### src/rtl/life_pkg.sv
// Shared constants and helpers for the Game of Life generation engine.
package life_pkg;

    localparam int NBR_W = 4;
    localparam logic [NBR_W-1:0] LIFE_BIRTH   = 4'd3;
    localparam logic [NBR_W-1:0] LIFE_SURVIVE = 4'd2;

    typedef logic [15:0] gen_cnt_t;

    // Masking wraps -1 and X/Y back into range, giving the torus topology.
    function automatic int life_idx(input int x, input int y, input int log2x, input int log2y);
        int xw;
        int yw;
        xw = x & ((1 << log2x) - 1);
        yw = y & ((1 << log2y) - 1);
        return (yw << log2x) | xw;
    endfunction

endpackage

### src/rtl/life_if.sv
// Scan, seed and status signals between the scan counter side and life_gen.
interface life_if #(
    parameter int LOG2X = 3,
    parameter int LOG2Y = 3
);
    localparam int AW = LOG2X + LOG2Y;

    logic [AW-1:0] cnt;
    logic          nxt_bit;
    logic          load_en;
    logic [AW-1:0] load_addr;
    logic          load_data;
    logic          clear;
    logic          cell_out;
    logic          gen_done;
    logic [15:0]   gen_cnt;
    logic [AW:0]   pop_cnt;

    modport master (
        output cnt, nxt_bit, load_en, load_addr, load_data, clear,
        input  cell_out, gen_done, gen_cnt, pop_cnt
    );

    modport slave (
        input  cnt, nxt_bit, load_en, load_addr, load_data, clear,
        output cell_out, gen_done, gen_cnt, pop_cnt
    );

endinterface

### src/rtl/life_nbr.sv
// Combinational neighbour sum and next-state rule for one cell of a toroidal grid.
module life_nbr
    import life_pkg::*;
#(
    parameter int X     = 8,
    parameter int Y     = 8,
    parameter int LOG2X = 3,
    parameter int LOG2Y = 3
) (
    input  logic [X*Y-1:0]         grid_i,
    input  logic [LOG2X+LOG2Y-1:0] k_i,
    output logic [NBR_W-1:0]       sum_o,
    output logic                   nxt_o
);
    localparam int AW = LOG2X + LOG2Y;

    int xk;
    int yk;

    assign xk = int'(k_i[LOG2X-1:0]);
    assign yk = int'(k_i[AW-1:LOG2X]);

    always_comb begin
        sum_o = '0;
        for (int dy = -1; dy <= 1; dy++) begin
            for (int dx = -1; dx <= 1; dx++) begin
                if (dx != 0 || dy != 0) begin
                    sum_o = sum_o + NBR_W'(grid_i[AW'(life_idx(xk + dx, yk + dy, LOG2X, LOG2Y))]);
                end
            end
        end
    end

    assign nxt_o = (sum_o == LIFE_BIRTH) | (grid_i[k_i] & (sum_o == LIFE_SURVIVE));

endmodule

### src/rtl/life_gen.sv
// Game of Life generation engine: serves the current grid one cell per clock and
// computes the next generation serially across one scan frame when stepping.
module life_gen
    import life_pkg::*;
#(
    parameter int X     = 8,
    parameter int Y     = 8,
    parameter int LOG2X = 3,
    parameter int LOG2Y = 3
) (
    input  logic clk,
    input  logic reset,
    life_if.slave bus
);
    localparam int N  = X * Y;
    localparam int AW = LOG2X + LOG2Y;
    localparam int PW = AW + 1;

    logic [N-1:0]     cur_grid_q, cur_grid_d;
    logic [N-1:0]     nxt_grid_q, nxt_grid_d;
    logic             active_q, active_d;
    logic [PW-1:0]    acc_q, acc_d;
    logic [PW-1:0]    pop_cnt_q, pop_cnt_d;
    gen_cnt_t         gen_cnt_q, gen_cnt_d;
    logic             gen_done_q, gen_done_d;
    logic             cell_out_q;

    logic [NBR_W-1:0] nbr_sum;
    logic             new_bit;
    logic             frame_start;
    logic             frame_end;
    logic             act;
    logic             unused_nbr_sum;

    life_nbr #(
        .X    (X),
        .Y    (Y),
        .LOG2X(LOG2X),
        .LOG2Y(LOG2Y)
    ) u_nbr (
        .grid_i(cur_grid_q),
        .k_i   (bus.cnt),
        .sum_o (nbr_sum),
        .nxt_o (new_bit)
    );

    assign unused_nbr_sum = ^nbr_sum;

    assign frame_start = (bus.cnt == '0);
    assign frame_end   = (bus.cnt == AW'(N - 1));
    // The frame's step decision is taken from nxt_bit in the cnt==0 cycle itself,
    // so cell 0 is computed in the same frame as the rest.
    assign act         = frame_start ? bus.nxt_bit : active_q;

    always_comb begin
        cur_grid_d = cur_grid_q;
        nxt_grid_d = nxt_grid_q;
        active_d   = active_q;
        acc_d      = acc_q;
        pop_cnt_d  = pop_cnt_q;
        gen_cnt_d  = gen_cnt_q;
        gen_done_d = 1'b0;

        if (bus.clear) begin
            cur_grid_d = '0;
            nxt_grid_d = '0;
            active_d   = 1'b0;
            acc_d      = '0;
            pop_cnt_d  = '0;
        end else begin
            if (frame_start) begin
                active_d = bus.nxt_bit;
            end
            if (act) begin
                nxt_grid_d[bus.cnt] = new_bit;
                acc_d = (frame_start ? '0 : acc_q) + PW'(new_bit);
                if (frame_end) begin
                    cur_grid_d = {new_bit, nxt_grid_q[N-2:0]};
                    pop_cnt_d  = acc_q + PW'(new_bit);
                    gen_cnt_d  = gen_cnt_q + 16'd1;
                    gen_done_d = 1'b1;
                end
            end else begin
                if (frame_start) begin
                    acc_d = '0;
                end
                if (bus.load_en) begin
                    cur_grid_d[bus.load_addr] = bus.load_data;
                end
            end
        end
    end

    always_ff @(posedge clk or negedge reset) begin
        if (!reset) begin
            cur_grid_q <= '0;
            nxt_grid_q <= '0;
            active_q   <= 1'b0;
            acc_q      <= '0;
            pop_cnt_q  <= '0;
            gen_cnt_q  <= '0;
            gen_done_q <= 1'b0;
            cell_out_q <= 1'b0;
        end else begin
            cur_grid_q <= cur_grid_d;
            nxt_grid_q <= nxt_grid_d;
            active_q   <= active_d;
            acc_q      <= acc_d;
            pop_cnt_q  <= pop_cnt_d;
            gen_cnt_q  <= gen_cnt_d;
            gen_done_q <= gen_done_d;
            cell_out_q <= cur_grid_q[bus.cnt];
        end
    end

    assign bus.cell_out = cell_out_q;
    assign bus.gen_done = gen_done_q;
    assign bus.gen_cnt  = gen_cnt_q;
    assign bus.pop_cnt  = pop_cnt_q;

endmodule

### src/flat_wrapper.sv
// flat-port wrapper written by rule: the top's interface ports become plain ports
module life_gen_flat import life_pkg::*;
#(
    parameter int X     = 8,
    parameter int Y     = 8,
    parameter int LOG2X = 3,
    parameter int LOG2Y = 3
)
  (clk, reset, bus_cnt, bus_nxt_bit, bus_load_en, bus_load_addr, bus_load_data, bus_clear, bus_cell_out, bus_gen_done, bus_gen_cnt, bus_pop_cnt);
  life_if #(.LOG2X(LOG2X), .LOG2Y(LOG2Y)) bus_i ();
  input  logic clk;
  input  logic reset;
  input wire logic [$bits(bus_i.cnt)-1:0] bus_cnt;
  input wire logic [$bits(bus_i.nxt_bit)-1:0] bus_nxt_bit;
  input wire logic [$bits(bus_i.load_en)-1:0] bus_load_en;
  input wire logic [$bits(bus_i.load_addr)-1:0] bus_load_addr;
  input wire logic [$bits(bus_i.load_data)-1:0] bus_load_data;
  input wire logic [$bits(bus_i.clear)-1:0] bus_clear;
  output wire logic [$bits(bus_i.cell_out)-1:0] bus_cell_out;
  output wire logic [$bits(bus_i.gen_done)-1:0] bus_gen_done;
  output wire logic [$bits(bus_i.gen_cnt)-1:0] bus_gen_cnt;
  output wire logic [$bits(bus_i.pop_cnt)-1:0] bus_pop_cnt;
  assign bus_i.cnt = bus_cnt;
  assign bus_i.nxt_bit = bus_nxt_bit;
  assign bus_i.load_en = bus_load_en;
  assign bus_i.load_addr = bus_load_addr;
  assign bus_i.load_data = bus_load_data;
  assign bus_i.clear = bus_clear;
  assign bus_cell_out = bus_i.cell_out;
  assign bus_gen_done = bus_i.gen_done;
  assign bus_gen_cnt = bus_i.gen_cnt;
  assign bus_pop_cnt = bus_i.pop_cnt;
  life_gen #(.X(X), .Y(Y), .LOG2X(LOG2X), .LOG2Y(LOG2Y)) u_core (.clk(clk), .reset(reset), .bus(bus_i));
endmodule
### config.mk
export PLATFORM = sky130hd
export DESIGN_NAME = life_gen_flat
export DESIGN_NICKNAME = d
export VERILOG_FILES = /design/src/rtl/life_pkg.sv /design/src/rtl/life_if.sv /design/src/rtl/life_nbr.sv /design/src/rtl/life_gen.sv /design/src/flat_wrapper.sv
export SDC_FILE = /design/constraint.sdc
export NUM_CORES = 1
export LEC_CHECK = 0
export ABC_AREA = 0
export BUFFER_PORTS_ARGS = -buffer_cell sky130_fd_sc_hd__buf_2
export CORE_UTILIZATION = 39
export CTS_CLUSTER_DIAMETER = 150
export DETAILED_ROUTE_END_ITERATION = 6
export HOLD_SLACK_MARGIN = 0.06
export SKIP_CTS_REPAIR_TIMING = 1
export SLEW_MARGIN = 10
export SYNTH_ARGS = -nofsm -noshare
export SYNTH_HDL_FRONTEND = slang
export SYNTH_SLANG_ARGS = --single-unit
### constraint.sdc
create_clock -name clk -period 7.9 [get_ports clk]
set_clock_uncertainty 0.2 [all_clocks]
set_input_delay 0.395 -clock clk [delete_from_list [all_inputs] [get_ports clk]]
set_output_delay 0.395 -clock clk [all_outputs]
set_load 0.02 [all_outputs]
==> summary.md <==
| Metric | Value |
|---|---|
| Most frequent cells in the layout | dfrtp_1 (160), nand2_1 (156), o21ai_0 (125) |
| Num CTS Buffers | 17 |
| Core Area | 26300 um^2 |
| CP endpoint | u_core.acc_q[6] |
| Pint | 1.42 mW |
| Worst setup SP type | input port |
| Top FF cell, synth | dfrtp_1 |
| GRT Residual Overflow | 0 |
| FF-to-FF Start | u_core.cur_grid_q[63] |
| Fin crit share | 82.6% |
| Cells after synthesis | 1156 |
| Std-Cell Rows | 59 |
| H-tree depth | 4 |
| Cells after DPL | 1452 |
| P_sw | 0.612 mW |
| Slew HR | 23.7% |
| Drt pass-1 iters | 7 |
| Clock share of power | 42.9% |
| Most common cell after layout, fill and taps aside | dfrtp_1 |
| Maxcap violations | 0 |
| Die footprint | 27700 um^2 |
| Fin Setup TNS | 0 ns |
| CP max FO | 17 |
| Register bit total from synthesis | 160 |
| Routed length per instance | 22.4 um |
| Worst setup path startpoint | bus_cnt[1] |
| Element type at the critical path end | flop |
| Slew Limit Fails | 0 |
| Ys async rst share | 100% |
| Worst-margin pin slew | 1.14 ns |
| Hold path start | u_core.bus.gen_cnt[15] |
| Worst Path Required | 7.99 ns |
| Mapped Area | 10500 um^2 |
| Total Routing Usage GR | 24.4% |
| Buffers on Ports | 42 |
| Post-synth cell types | 66 |
| Critical path type | input port to flop |
| Fraction of final layout cells sized beyond drive strength 1 | 19.0% |
| Leakage | 4.92 nW |
| Largest family of logic cells by synthesized area | compound AO/OA/AOI/OAI gates |
| FF/Latch Area | 4000 um^2 |
| Starting DRC count in detailed routing | 916 |
| Clk Latency, worst-skew pair | 0.44 ns |
| Max VDD drop | 0.109 mV |
| Multi-input logic area | 5980 um^2 |
| Vias/cell | 6.09 |
| Count of flip-flops with a built-in enable after synthesis | 0 |
| Initial core utilization | 40.1% |
| RSZ-0062 raised after global routing | false |
| Sink Count | 160 |
| Routability cong. | 0.945 |
| Largest net degree at the start of global routing | 97 |
| Mux share of post-synthesis cell area | 12.2% |
| Remaining DRCs | 6 |
| Hold Vio Cnt, Final | 0 |
| Synthesized net count | 1190 |
| Detail Route Antenna Nets | 0 |
| Routed WL | 33.2 mm |
| Gate power share | 16.5% |
| CTS tree | built |
| Synth-to-layout area growth | 8.65% |
| Final net count | 1171 |
| Register area share after synthesis | 38.0% |
| Final setup violation count | 0 |
| First-pass GRT wire length | 51.5 mm |
| Mean Syn Cell Area | 9.12 um^2 |
| Fmax | 153 MHz |
| Run status | finished, violations left |
| Power per cell area | 177 nW/um^2 |
| Diode count | 0 |
| CP arrival | 6.62 ns |
| YS warnings | 0 |
| XOR/XNOR Fraction of Synth Area | 2.41% |
| Simple-Gate Fraction of Synth Area | 16.8% |
| Fillers | 2573 |
| DIE HEIGHT | 166 um |
| Reg2reg setup slack | 1.82 ns |
| Min cycle time layout | 6.52 ns |
| Hold crit path type | flop to flop |
| Post-Synth Adder-Cell Area | 2.18% |
| Io pins | 43 |
| Failing checks | design-rule violations |
| CTS root buf | clkbuf_16 |
| Sw frac | 30.2% |
| CTS clk-pin slew, worst paths | 0.06 ns |
| DR vias | 9051 |
| Die W | 166 um |
| Initial antenna violation count | 0 |
| Compound-Gate Fraction of Synth Area | 22.8% |
| Reg2Reg Depth | 21 |
| Number of global-route vias before repair | 8421 |
| Reg2reg end | u_core.acc_q[6] |
| Longest Clk Path Bufs | 2 |
| HPWL after DPL | 22.2 mm |
| Non-filler cells, final | 1485 |
| Total power | 2.03 mW |
| Sequential share of power | 40.6% |
per-layer routing:
layer | share of wire, % | GRT usage (%)
met1 | 45 | 34.9
met2 | 44 | 36.6
met3 | 7.5 | 4.40
met4 | 3.1 | 9.30
met5 | 0 | 0
worst min-delay path by stage:
stage                                   endpoint  slack, ns  cells past startpoint
final                     u_core.bus.gen_cnt[15]       0.26                      1
after global routing             u_core.acc_q[2]       0.27                      2
after CTS                  u_core.cur_grid_q[26]       -0.1                      1
after detailed placement  u_core.bus.gen_cnt[15]       0.26                      1
after global placement    u_core.bus.gen_cnt[15]       0.25                      1
after floorplan                  u_core.acc_q[0]      -0.10                      0
kinds of logic after synthesis:
group | count (synthesis)
AO/OA/AOI/OAI | 372
XOR/XNOR | 29
adder cells (fa/ha/maj) | 16
buffers and inverters | 117
flip-flops | 160
multiplexers | 90
AND/OR/NAND/NOR | 372
sequential cells by signal, summed over array words and instances (netlist names):
name	cells
u_core.cur_grid_q	64
u_core.nxt_grid_q	63
u_core.bus.gen_cnt	16
u_core.acc_q	7
u_core.bus.pop_cnt	7
u_core.active_q	1
u_core.bus.cell_out	1
u_core.bus.gen_done	1
Yosys cell counts (all sizes together) (16+ instances only):
master | count | area [um^2]
mux2i | 46 | 460
a21oi | 79 | 395
o21ai | 130 | 654
a22oi | 61 | 458
nand3 | 22 | 120
clkbuf | 54 | 203
buf | 50 | 343
nand2 | 156 | 586
nor3 | 27 | 186
mux4 | 28 | 631
a31o | 64 | 561
nor2 | 92 | 345
xor2 | 16 | 140
mux2 | 16 | 195
and3 | 19 | 119
dfrtp | 160 | 4000
cell type report:
type / count / share of cell area [%]
timing repair buffer: 66 / 3.51
inverter: 13 / 0.426
sequential: 160 / 34.9
multi-input combinational: 879 / 52.2
tap: 335 / 3.66
clock inverter: 10 / 1.08
clock buffer: 22 / 4.23
power by group through the flow:
| stage | sequential, mW | combinational [mW] | clock (mW) |
|---|---|---|---|
| after global placement | 0.839 | 0.331 | 0 |
| after floorplan | 0.840 | 0.244 | 0 |
| after CTS | 0.824 | 0.334 | 0.877 |
| after detailed placement | 0.839 | 0.334 | 0 |
| after global routing | 0.824 | 0.363 | 0.914 |
| final | 0.824 | 0.335 | 0.869 |
critical path, cell delays in order:
cell and delay [ns]:
buf_2 0.34, inv_1 0.13, ha_1 0.79, mux4_2 0.42, nor2_1 0.11, a21oi_1 0.07, mux4_2 0.50, fa_1 0.54
inv_1 0.05, fa_1 0.50, fa_1 0.54, inv_1 0.04, ha_1 0.22, fa_1 0.38, o21ai_0 0.18, nand2_1 0.17
a31oi_1 0.29, ha_1 0.25, ha_1 0.18, nand4_1 0.14, nor2_1 0.17, xnor2_1 0.13, nor3_1 0.06
stage by stage:
step	hold WS, ns	setup WS, ns	cell area (um^2)	utilization, %
4_1_cts	-0.0959	1.44	11400	43.6
3_5_place_dp	0.258	1.00	10800	41.2
2_1_floorplan	-0.101	1.51	10500	-
5_1_grt	0.275	1.03	11500	43.6
3_3_place_gp	0.253	1.13	10800	41.2
6_report	0.258	1.38	11500	43.6
Note: power is estimated with default switching activity, not from simulation.
